### src/rtl/mem_stage_pkg.sv
// Shared command codes, FSM encoding and command decode helpers for the memory stage.
// Byte-serial access with an 8-bit RAM bus; state encoding is 2 bits.
package mem_stage_pkg;

  localparam int CMD_TYPE_W = 6;
  localparam int MEM_BYTE_W = 8;

  localparam logic [CMD_TYPE_W-1:0] CMD_NOP  = 6'd0;
  localparam logic [CMD_TYPE_W-1:0] CMD_ADDI = 6'd1;
  localparam logic [CMD_TYPE_W-1:0] CMD_LB   = 6'd10;
  localparam logic [CMD_TYPE_W-1:0] CMD_LH   = 6'd11;
  localparam logic [CMD_TYPE_W-1:0] CMD_LW   = 6'd12;
  localparam logic [CMD_TYPE_W-1:0] CMD_LBU  = 6'd13;
  localparam logic [CMD_TYPE_W-1:0] CMD_LHU  = 6'd14;
  localparam logic [CMD_TYPE_W-1:0] CMD_SB   = 6'd15;
  localparam logic [CMD_TYPE_W-1:0] CMD_SH   = 6'd16;
  localparam logic [CMD_TYPE_W-1:0] CMD_SW   = 6'd17;

  typedef enum logic [1:0] {
    ST_IDLE   = 2'd0,
    ST_REQ    = 2'd1,
    ST_WAIT_R = 2'd2,
    ST_DONE   = 2'd3
  } mem_state_e;

  typedef struct packed {
    logic        wr;
    logic [4:0]  addr;
    logic [31:0] data;
  } wb_t;

  function automatic logic is_load(input logic [CMD_TYPE_W-1:0] cmd);
    return (cmd == CMD_LB) || (cmd == CMD_LH) || (cmd == CMD_LW) ||
           (cmd == CMD_LBU) || (cmd == CMD_LHU);
  endfunction

  function automatic logic is_store(input logic [CMD_TYPE_W-1:0] cmd);
    return (cmd == CMD_SB) || (cmd == CMD_SH) || (cmd == CMD_SW);
  endfunction

  // Index of the final byte of the access (N-1).
  function automatic logic [1:0] last_byte(input logic [CMD_TYPE_W-1:0] cmd);
    case (cmd)
      CMD_LH, CMD_LHU, CMD_SH: return 2'd1;
      CMD_LW, CMD_SW:          return 2'd3;
      default:                 return 2'd0;
    endcase
  endfunction

endpackage

### src/rtl/mem_stage_extend.sv
// Load result extension: sign/zero-extends the assembled byte buffer by load type.
// Purely combinational; reusable by a future load cache.
module load_extend
  import mem_stage_pkg::*;
(
  input  logic [CMD_TYPE_W-1:0] cmdtype,
  input  logic [31:0]           buffer,
  output logic [31:0]           result
);

  always_comb begin
    result = buffer;
    case (cmdtype)
      CMD_LB:  result = {{24{buffer[7]}}, buffer[7:0]};
      CMD_LBU: result = {24'd0, buffer[7:0]};
      CMD_LH:  result = {{16{buffer[15]}}, buffer[15:0]};
      CMD_LHU: result = {16'd0, buffer[15:0]};
      default: result = buffer;
    endcase
  end

endmodule

### src/rtl/mem_stage.sv
// Memory-access stage: passes ALU results through, or runs loads/stores byte-serially on the arbiter port.
// Load DONE at c0+2N+1, store at c0+N+1 with constant grant; stall_req holds upstream until DONE.
module mem_stage
  import mem_stage_pkg::*;
#(
  parameter int CMD_W  = CMD_TYPE_W,
  parameter int ADDR_W = 32
) (
  input  logic              clk_in,
  input  logic              rst_in,
  input  logic [CMD_W-1:0]  cmdtype_in,
  input  logic [4:0]        rsd_addr_in,
  input  logic [31:0]       rsd_data_in,
  input  logic              write_rsd_in,
  input  logic [31:0]       mem_addr_in,
  input  logic [31:0]       store_val_in,
  output logic              mem_req_o,
  output logic              mem_wr_o,
  output logic [ADDR_W-1:0] mem_addr_o,
  output logic [7:0]        mem_wdata_o,
  input  logic              mem_grant_i,
  input  logic [7:0]        mem_rdata_i,
  output logic              stall_req,
  output logic [4:0]        rsd_addr_out,
  output logic [31:0]       rsd_data_out,
  output logic              write_rsd_out,
  output logic              mem_forward_id_o,
  output logic [4:0]        mem_forward_addr_o,
  output logic [31:0]       mem_forward_data_o
);

  mem_state_e  state, state_nxt;
  logic [1:0]  k, k_nxt;
  logic [31:0] buffer;
  logic        capture;
  logic        ld, st, is_mem;
  logic [1:0]  k_last;
  logic [31:0] addr_sum;
  logic [31:0] ext_data;
  wb_t         wb;

  assign ld       = is_load(cmdtype_in);
  assign st       = is_store(cmdtype_in);
  assign is_mem   = ld | st;
  assign k_last   = last_byte(cmdtype_in);
  assign addr_sum = mem_addr_in + {30'd0, k};

  load_extend u_load_extend (
    .cmdtype (cmdtype_in),
    .buffer  (buffer),
    .result  (ext_data)
  );

  always_ff @(posedge clk_in) begin
    if (rst_in) begin
      state  <= ST_IDLE;
      k      <= 2'd0;
      buffer <= '0;
    end else begin
      state <= state_nxt;
      k     <= k_nxt;
      if (capture) begin
        buffer[{k, 3'b000} +: MEM_BYTE_W] <= mem_rdata_i;
      end
    end
  end

  always_comb begin
    state_nxt   = state;
    k_nxt       = k;
    capture     = 1'b0;
    mem_req_o   = 1'b0;
    mem_wr_o    = 1'b0;
    mem_addr_o  = '0;
    mem_wdata_o = '0;
    stall_req   = 1'b0;
    wb          = '0;
    case (state)
      ST_IDLE: begin
        if (is_mem) begin
          stall_req = 1'b1;
          state_nxt = ST_REQ;
          k_nxt     = 2'd0;
        end else begin
          wb.wr   = write_rsd_in;
          wb.addr = rsd_addr_in;
          wb.data = rsd_data_in;
        end
      end
      ST_REQ: begin
        // Request fields depend only on k and the held ex_mem inputs, so they stay put until granted.
        stall_req   = 1'b1;
        mem_req_o   = 1'b1;
        mem_wr_o    = st;
        mem_addr_o  = ADDR_W'(addr_sum);
        mem_wdata_o = store_val_in[{k, 3'b000} +: MEM_BYTE_W];
        if (mem_grant_i) begin
          if (!st) begin
            state_nxt = ST_WAIT_R;
          end else if (k == k_last) begin
            state_nxt = ST_DONE;
            k_nxt     = 2'd0;
          end else begin
            k_nxt = k + 2'd1;
          end
        end
      end
      ST_WAIT_R: begin
        stall_req = 1'b1;
        capture   = 1'b1;
        if (k == k_last) begin
          state_nxt = ST_DONE;
          k_nxt     = 2'd0;
        end else begin
          state_nxt = ST_REQ;
          k_nxt     = k + 2'd1;
        end
      end
      ST_DONE: begin
        state_nxt = ST_IDLE;
        k_nxt     = 2'd0;
        if (ld) begin
          wb.wr   = 1'b1;
          wb.addr = rsd_addr_in;
          wb.data = ext_data;
        end
      end
      default: state_nxt = ST_IDLE;
    endcase
    if (rst_in) begin
      mem_req_o   = 1'b0;
      mem_wr_o    = 1'b0;
      mem_addr_o  = '0;
      mem_wdata_o = '0;
      stall_req   = 1'b0;
      wb          = '0;
    end
  end

  assign rsd_addr_out       = wb.addr;
  assign rsd_data_out       = wb.data;
  assign write_rsd_out      = wb.wr;
  assign mem_forward_id_o   = wb.wr;
  assign mem_forward_addr_o = wb.addr;
  assign mem_forward_data_o = wb.data;

endmodule

### config.mk
export PLATFORM = sky130hd
export DESIGN_NAME = mem_stage
export DESIGN_NICKNAME = d
export VERILOG_FILES = /design/src/rtl/mem_stage_pkg.sv /design/src/rtl/mem_stage_extend.sv /design/src/rtl/mem_stage.sv
export SDC_FILE = /design/constraint.sdc
export NUM_CORES = 1
export LEC_CHECK = 0
export ABC_CLOCK_PERIOD_IN_PS = 3200
export BUFFER_PORTS_ARGS = -buffer_cell sky130_fd_sc_hd__buf_2
export CORE_MARGIN = 3
export CORE_UTILIZATION = 43
export CTS_CLUSTER_SIZE = 20
export DETAILED_ROUTE_END_ITERATION = 10
export PLACE_DENSITY = 0.8
export SLEW_MARGIN = 20
export SYNTH_ARGS = -nofsm -noshare
export SYNTH_HDL_FRONTEND = slang
export SYNTH_SLANG_ARGS = --single-unit
### constraint.sdc
create_clock -name clk_in -period 3.2 [get_ports clk_in]
set_input_delay 0.64 -clock clk_in [delete_from_list [all_inputs] [get_ports clk_in]]
set_output_delay 0.64 -clock clk_in [all_outputs]
set_load 0.05 [all_outputs]
# Word level (Yosys, flattened, before mapping)
# Cells that the tools add are included.
# Widths: inputs -> output; s select.
[totals]
output_inout_bits = 119
inputBits = 119
register_bits = 36
elab_cells = 68
[classes]
bitwise = 1
reduce_logical = 12
n_eq_ne = 16
shift = 3
n_addsub = 3
mux = 30
[ops]
columns = ["op", "count"]
rows = [
  ["$pmux 32 s4", 1],
  ["$mux 38", 3],
  ["$pmux 38 s2", 1],
  ["$mux 32", 2],
  ["$eq 6x4->1 const B", 6],
  ["$add 32x2->32", 1],
  ["$bwmux 32", 1],
  ["$shift 8x7->32 const A", 1],
  ["$shiftx 32x6->8", 1],
  ["$shiftx 8x7->32", 1],
  ["$mux 2", 9],
  ["$mux 8", 2],
  ["$pmux 2 s4", 2],
  ["$eq 6x5->1 const B", 2],
  ["$mux 1", 7],
  ["$neg 5->7", 1],
  ["$logic_or 1x1->1", 6],
  ["$ne 2x2->1 const B", 3],
  ["$reduce_and 3->1", 2],
  ["$eq 2x2->1 const B", 2],
  ["$pmux 2 s2", 1],
  ["$reduce_or 2->1", 2],
  ["$ne 3x3->1 const B", 1],
  ["$reduce_or 3->1", 1],
  ["other kinds (6)", 6],
]

# Longest topological paths before layout
# Gate-level depths: netlist of the first run.
[logic_depth]
ltp_word = 9
depth_mapped = 9

# Cells and area by module
# A second synthesis of the first run with hierarchy kept.
[hier_totals]
hier_cells = 553
hier_area_um2 = 4107.7
[modules_own_cells]
columns = ["module", "area_per_inst_um2", "cells_per_inst", "seq_area_each_um2", "instances"]
rows = [
  ["mem_stage", 3447.1, 451, 720.7, 1],
  ["load_extend", 660.6, 102, 0.0, 1],
]

# Worst setup path after synthesis of the first run
# Ideal clock, no wire load.
[synth_path]
kind = "input -> output"
startpoint = "input cmdtype_in[1]"
endpoint = "output rsd_data_out[16]"
t_required_ns = 2.560
arrival_time_ns = 3.057
stages = 9
n_path_buf = 3
setup_slack_ns = -0.497
cell_sequence = "buf_2 or2_1 a21oi_1 nor2_1 nor2_1 clkbuf_1 nand2_1 a21oi_1 buf_4"
[synth_between]
elab_chain_len = 9
word_cells_on_any_way = 20
classes_between = "eq/ne (8); mux (5); bitwise (1); reduce/logical (6)"
[synth_lines]
columns = ["item", "line_no", "source"]
rows = [
  ["from (decl)", "mem_stage.sv:11", "input logic [CMD_W-1:0] cmdtype_in,"],
  ["$eq 6x4->1", "mem_stage_pkg.sv:33, mem_stage_extend.sv:13", ""],
  ["$logic_or 1x1->1 (3 in series)", "mem_stage_pkg.sv:33", "return (cmd == CMD_LB) || (cmd == CMD_LH) || (cmd == CMD_LW) ||"],
  ["$logic_or 1x1->1", "mem_stage_pkg.sv:34", "(cmd == CMD_LBU) || (cmd == CMD_LHU);"],
  ["$or 1x1->1", "mem_stage.sv:44", "assign is_mem = ld | st;"],
  ["$mux 38", "mem_stage.sv:80", "if (is_mem) begin"],
  ["$pmux 38 s2 (*)", "mem_stage.sv:78", "case (state)"],
  ["$mux 38 (*)", "mem_stage.sv:130", "if (rst_in) begin"],
  ["to (decl)", "mem_stage.sv:25", "output logic [31:0] rsd_data_out,"],
]
# Mark *: on every way between the ends. The rest lies on a longest branch, timed or not.

# Final worst setup path of the first run
[layout_path]
startpoint = "input mem_addr_in[1]"
endpoint = "output mem_addr_o[29]"
[layout_between]
elab_chain_len = 3
[layout_lines]
columns = ["item", "line_no", "source"]
rows = [
  ["from (decl)", "mem_stage.sv:15", "input logic [31:0] mem_addr_in,"],
  ["$add 32x2->32", "mem_stage.sv:46", "assign addr_sum = mem_addr_in + {30'd0, k};"],
  ["$mux 32", "mem_stage.sv:78", ""],
  ["$mux 32", "mem_stage.sv:130", ""],
  ["to (decl)", "mem_stage.sv:19", "output logic [ADDR_W-1:0] mem_addr_o,"],
]
# Every way passes these cells.

==> results.sh, run 1 <==
export IMPL_fin_ws_ns=0.06607
export IMPL_power_leakage_nw=2.345
export IMPL_grt_pass1_wl_um=18860
export IMPL_synthArstFlopShare_pct=0
export IMPL_cts_root_buf="clkbuf_8"
export IMPL_grt_pass1_vias=4182
export IMPL_place_congestion=0.9058
export IMPL_powerDensity_nw_per_um2=340.8
export IMPL_ctsHtreeMaxLevel=2
export IMPL_report_final_slew_viol_count=0
export IMPL_cp_slowest_cell="or3_4"
export IMPL_diodes=0
export IMPL_worst_setup_path_start_kind="primary input"
export IMPL_ctsHoldBuffers=0
export IMPL_finalSetupViolCount=0
export IMPL_critPathMaxStageDelay_ns=0.37
export IMPL_clk_latency_ns=0.29
export IMPL_wire_per_inst_um=14.73
export IMPL_syn_inst=485
export IMPL_final_antenna_net_count=0
export IMPL_status="completed"
export IMPL_crit_chain="buf_2, ha_1, a21o_1, nor4b_4, and2_4, nand3_2, or3_4, a21oi_2, buf_6"
export IMPL_stdcell_count=784
export IMPL_path_clk_slew_ns=0.07
export IMPL_period_needed_ns=3.134
export IMPL_clock_skew_ns=0.003128
export IMPL_synth_cell_types=50
export IMPL_final_common_cell="buf_2"
export IMPL_cts_sinks=36
export IMPL_r2r_start="k[0]$_SDFFE_PP0P_"
export IMPL_slew_headroom_pct=49.83
export IMPL_regToRegSetupSlack_ns=0.92
export IMPL_fmax_ghz=0.3191
export IMPL_hp_start="buffer[28]$_SDFFE_PP0P_"
export IMPL_post_route_period_util_pct=97.94
export IMPL_avgViaCountPerCell=5.402
export IMPL_worstSetupStartpoint="mem_addr_in[1]"
export IMPL_arrival_ns=2.49
export IMPL_grtUsageTotal_pct=23.47
export IMPL_rsz0062_at_grt="true"
export IMPL_cts_buffers=5
export IMPL_rows=32
export IMPL_port_buffers=237
export IMPL_dp_hpwl_um=9337
export IMPL_yosysWarnings=0
export IMPL_start_util_pct=45.23
export IMPL_syn_area_per_cell_um2=7.355
export IMPL_grt_max_degree=39
export IMPL_synth_ff_type="dfxtp_1"
export IMPL_cp_end_kind="primary output"
export IMPL_peakVddDrop_v=0.0001636
export IMPL_core_um2=7888
export IMPL_pre_cts_slack_ns=-0.02431
export IMPL_holdCritPathClass="flop to flop"
export IMPL_synth_seq_cells=36
export IMPL_synth_area_um2=3567
export IMPL_synth_edf_count=0
export IMPL_firstDrtPassIters=5
export IMPL_vias=4235
export IMPL_antenna_found_initial=0
export IMPL_finalHoldViolCount=0
export IMPL_hold_ws_ns=0.5108
export IMPL_worstPathMaxFanout=5
export IMPL_path_buf_inv=2
export IMPL_worst_slew_pin_slew_ns=0.7506
export IMPL_dieArea_um2=9425
export IMPL_cts_tree="built"
export IMPL_die_w_um=97.08
export IMPL_fin_util_pct=64.17
export IMPL_drc=0
export IMPL_final_cell_mix="229 x buf_2, 68 x nor2_1, 43 x nand2_1"
export IMPL_synthToLayoutAreaGrowth_pct=41.88
export IMPL_overflow=0
export IMPL_crit_family="simple AND/OR/NAND/NOR gates"
export IMPL_clock_path_buffers=2
export IMPL_yosysSeqAreaShare_pct=20.20
export IMPL_drv_cap=0
export IMPL_dieHeight_um=97.08
export IMPL_dp_cells=775
export IMPL_synth_fp_nets=617
export IMPL_drive_above_1_share_pct=47.51
export IMPL_setup_worst_path_class="primary input to primary output"
export IMPL_io_pins=238
export IMPL_nets=813
export IMPL_wl_um=11550
export IMPL_first_iter_violations=149
export IMPL_worstPathRequired_ns=2.56
-- metrics by stage --
step	total power, W	area (um2)	TNS, ns
floorplan	0.001222	3854	-1.065
global placement	0.001392	4898	0
detailed placement	0.001407	4898	-0.03103
CTS	0.001732	5007	0
global route	0.001802	5061	-0.09030
finish	0.001725	5061	0
-- cell usage after synthesis (2+ instances only) --
master,count,area share (%)
nand2_1,43,4.5
a22oi_1,40,8.4
mux2_2,2,0.63
nand3_1,10,1.4
a21oi_1,35,4.9
o21ai_0,22,3.1
and4_1,3,0.74
ha_1,12,4.2
nand4_1,8,1.4
a41oi_1,2,0.49
clkbuf_1,20,2.1
and2_1,16,2.8
inv_1,9,0.95
xnor2_1,11,2.7
buf_2,3,0.42
dfxtp_1,36,20
or3_1,6,1.1
a2bb2oi_1,8,2.0
nor4_1,2,0.35
buf_4,38,8.0
nor2b_1,3,0.53
mux4_2,8,5.1
nor3_1,7,0.98
nor2_1,88,9.3
nor4b_2,4,1.7
o21ai_1,2,0.28
xor2_1,17,4.2
nand2b_1,4,0.70
and3_1,5,0.88
-- where the power goes --
| group | total (W) | switching (W) | internal, W |
|---|---|---|---|
| Sequential | 0.000458 | 0.00000525 | 0.000453 |
| Combinational | 0.000940 | 0.000693 | 0.000246 |
| Clock | 0.000327 | 0.000155 | 0.000171 |
| Total | 0.00172 | 0.000854 | 0.000871 |
-- final timing paths --
path,cells past startpoint,endpoint
worst min register to register,2,buffer[28]$_SDFFE_PP0P_
worst max register to register,6,buffer[2]$_SDFFE_PP0P_
worst max-delay path,9,mem_addr_o[29]
worst min-delay path,2,buffer[28]$_SDFFE_PP0P_
-- flip-flops by register name, summed over array words and instances (netlist names) --
register  flops
k             2
state         2
buffer       32
-- what timing repair did --
item                       CTS  global route
resized for setup            4            15
setup endpoints to repair    5            42
pin swaps                    0             2
buffers inserted             0             1
-- worst min-delay path: stages, from the launching register on --
cell and delay, ns:
dfxtp_1 0.33, a22oi_1 0.08, nor2_1 0.07
-- kinds of logic after synthesis --
group	synth area share [%]
AO/OA/AOI/OAI	21.50
XOR/XNOR	6.875
flip-flops	20.20
multiplexers	5.682
adder cells (fa/ha/maj)	4.770
buffers and inverters	11.57
AND/OR/NAND/NOR	29.39
-- metal layers --
metal  vias up  wire length (um)  part of all wire, %  GRT usage, %
met2       191              6088                   53         44.43
met5         -                 0                    0             0
li1       2079                 -                    -             -
met1      1947              4318                   37         25.60
met4         0               221                  1.9         7.559
met3        18               919                  8.0         5.312
-- area by class of cell --
cell class                 instances  area (um2)
sequential                        36       720.7
tap                              102       127.6
fill                             684        2826
clock buffer                       6       82.58
inverter                           9       33.78
clock inverter                     2       10.01
timing repair buffer             251        1335
multi-input combinational        378        2751
No activity file was read; power rests on OpenSTA's default activity.
==> run 2: changes to the inputs <==
--- a/config.mk
+++ b/config.mk
@@ -5,7 +5,7 @@
 export SDC_FILE = /design/constraint.sdc
 export NUM_CORES = 1
 export LEC_CHECK = 0
-export ABC_CLOCK_PERIOD_IN_PS = 3200
+export ABC_CLOCK_PERIOD_IN_PS = 2970
 export BUFFER_PORTS_ARGS = -buffer_cell sky130_fd_sc_hd__buf_2
 export CORE_MARGIN = 3
 export CORE_UTILIZATION = 43
==> constraint.sdc (replaced) <==
create_clock -name clk_in -period 2.97 [get_ports clk_in]
set_input_delay 0.594 -clock clk_in [delete_from_list [all_inputs] [get_ports clk_in]]
set_output_delay 0.594 -clock clk_in [all_outputs]
set_load 0.05 [all_outputs]
==> run 2 against run 1 <==
Against the previous run:
- the run now ends with setup timing left
- critical path depth is the same
- count of clock-buffer cells in the layout unchanged
- first-iteration DRC count is 8.7% higher
- highest routed layer unchanged
- sequential share of layout area is 0.95 points lower
- clock power rose by 30%
- register-to-register slack worse by 0.26 ns
==> results.sh, run 2 (synthesized netlist as in run 1, its figures left out) <==
export IMPL_finalHoldViolCount=0
export IMPL_avgViaCountPerCell=5.456
export IMPL_cts_root_buf="clkbuf_8"
export IMPL_arrival_ns=2.40
export IMPL_final_antenna_net_count=0
export IMPL_setup_worst_path_class="flop to primary output"
export IMPL_final_cell_mix="222 x buf_2, 61 x nor2_1, 43 x nand2_1"
export IMPL_slew_headroom_pct=47.68
export IMPL_worstPathRequired_ns=2.38
export IMPL_drc=0
export IMPL_ctsHtreeMaxLevel=2
export IMPL_drv_cap=0
export IMPL_r2r_end="buffer[17]$_SDFFE_PP0P_"
export IMPL_finalSetupViolCount=1
export IMPL_dieHeight_um=97.08
export IMPL_rsz0062_at_grt="true"
export IMPL_path_clk_slew_ns=0.07
export IMPL_fin_ws_ns=-0.02541
export IMPL_rows=32
export IMPL_synthToLayoutAreaGrowth_pct=53.60
export IMPL_start_util_pct=45.23
export IMPL_critPathMaxStageDelay_ns=0.38
export IMPL_diodes=0
export IMPL_status="complete, but fails checks"
export IMPL_wire_per_inst_um=15.57
export IMPL_dieArea_um2=9425
export IMPL_hold_depth=2
export IMPL_worst_setup_path_start_kind="flop"
export IMPL_vias=4359
export IMPL_place_congestion=0.8668
export IMPL_regToRegSetupSlack_ns=0.66
export IMPL_cts_buffers=5
export IMPL_r2r_start="k[0]$_SDFFE_PP0P_"
export IMPL_hold_ws_ns=0.5061
export IMPL_firstDrtPassIters=4
export IMPL_nets=828
export IMPL_powerDensity_nw_per_um2=361.9
export IMPL_worstPathMaxFanout=3
export IMPL_holdCritPathClass="flop to flop"
export IMPL_grt_max_degree=39
export IMPL_grt_pass1_vias=4245
export IMPL_cts_sinks=36
export IMPL_report_final_slew_viol_count=0
export IMPL_register_area_um2=728.2
export IMPL_clock_skew_ns=0.004018
export IMPL_grt_pass1_wl_um=19780
export IMPL_core_um2=7888
export IMPL_r2r_cells=7
export IMPL_hp_start="buffer[28]$_SDFFE_PP0P_"
export IMPL_cts_tree="built"
export IMPL_path_buf_inv=1
export IMPL_pre_cts_slack_ns=-0.2052
export IMPL_crit_chain="ha_4, fa_2, nand4_1, nor4_4, and3_4, and4_4, xnor2_4, nor2_4, buf_8"
export IMPL_power_leakage_nw=2.466
export IMPL_multi_input_area_um2=2979
export IMPL_violations="setup timing"
export IMPL_first_iter_violations=162
export IMPL_antenna_found_initial=0
export IMPL_drive_above_1_share_pct=52.08
export IMPL_crit_family="simple AND/OR/NAND/NOR gates"
export IMPL_regMostFlops="buffer"
export IMPL_wl_um=12440
export IMPL_final_common_cell="buf_2"
export IMPL_peakVddDrop_v=0.0001869
export IMPL_cp_slowest_cell="nor4_4"
export IMPL_largest_register_ffs=32
export IMPL_port_buffers=237
export IMPL_clk_latency_ns=0.29
export IMPL_nFillCells=654
export IMPL_io_pins=238
export IMPL_dp_hpwl_um=9408
export IMPL_fmax_ghz=0.3338
export IMPL_cp_end_kind="primary output"
export IMPL_top_regs="buffer (32), k (2), state (2)"
export IMPL_worst_slew_pin_slew_ns=0.7827
export IMPL_overflow=0
export IMPL_clock_path_buffers=2
export IMPL_post_route_period_util_pct=100.9
export IMPL_die_w_um=97.08
export IMPL_grtUsageTotal_pct=24.59
export IMPL_period_needed_ns=2.995
export IMPL_min_to="buffer[28]$_SDFFE_PP0P_"
==> run 2: changes by cell type in the layout (fill, tap and decap cells not counted), moves of 3 or more <==
| cell | change |
|---|---|
| xor2_2 | +3 |
| nor2_2 | -6 |
| xor2_1 | -3 |
| nor2_1 | -7 |
| nor2_4 | +13 |
| buf_4 | +15 |
| buf_6 | +6 |
| buf_2 | -7 |
==> run 2: stage by stage <==
step / power, W / utilization [%] / setup TNS (ns) / cell area (um2) / instances
2_1_floorplan: 0.001356 / - / 0 / 4008 / 485
6_report: 0.001983 / 69.46 / -0.02541 / 5479 / 799
3_5_place_dp: 0.001551 / 64.36 / -1.177 / 5076 / 784
5_1_grt: 0.002065 / 69.46 / -0.8803 / 5479 / 799
4_1_cts: 0.001977 / 67.27 / -0.004564 / 5306 / 793
3_3_place_gp: 0.001533 / 64.36 / -0.5258 / 5076 / 784
==> run 2: report_power, final <==
part	internal (W)	leakage, nW	switching (W)	total [W]
Sequential	0.000486	0.292	0.00000581	0.000492
Clock	0.000249	0.0552	0.000176	0.000425
Combinational	0.000289	2.12	0.000777	0.00107
Total	0.00102	2.47	0.000959	0.00198
==> run 2: worst max path at each step <==
stage,startpoint,to,slack [ns],depth (start not counted)
2_1_floorplan,cmdtype_in[1],rsd_data_out[19],0.005,9
3_3_place_gp,mem_addr_in[0],mem_addr_o[22],-0.12,10
5_1_grt,k[0]$_SDFFE_PP0P_,mem_addr_o[22],-0.11,9
4_1_cts,mem_addr_in[0],mem_addr_o[22],-0.005,10
6_report,k[0]$_SDFFE_PP0P_,mem_addr_o[22],-0.03,9
3_5_place_dp,mem_addr_in[0],mem_addr_o[22],-0.21,10
==> run 2: area by class of cell <==
class,instances,area share (%)
repair buffers,266,27.43
well taps,102,2.329
clock inverters,2,0.6394
inverters,9,0.6166
multi-input cells,378,54.37
clock buffers,6,1.325
flip-flops and latches,36,13.29
==> run 2: what timing repair did <==
action / in CTS / in global routing
hold buffers: 0 / 0
pin swaps: 4 / 11
setup buffers: 1 / 6
endpoints found under the setup margin: 10 / 30
resized for setup: 29 / 30
==> run 2: worst min-delay path, cell delays in order, from the launching register on <==
cell,delay (ns)
dfxtp_1,0.32
a22oi_1,0.07
nor2_1,0.07
==> run 2: metal layers <==
| metal | GRT usage [%] | vias up | share of wire [%] |
|---|---|---|---|
| met1 | 27.53 | 2011 | 37 |
| met5 | 0 | - | 0 |
| li1 | - | 2103 | - |
| met3 | 5.599 | 29 | 8.0 |
| met2 | 45.33 | 216 | 52 |
| met4 | 8.639 | 0 | 2.5 |
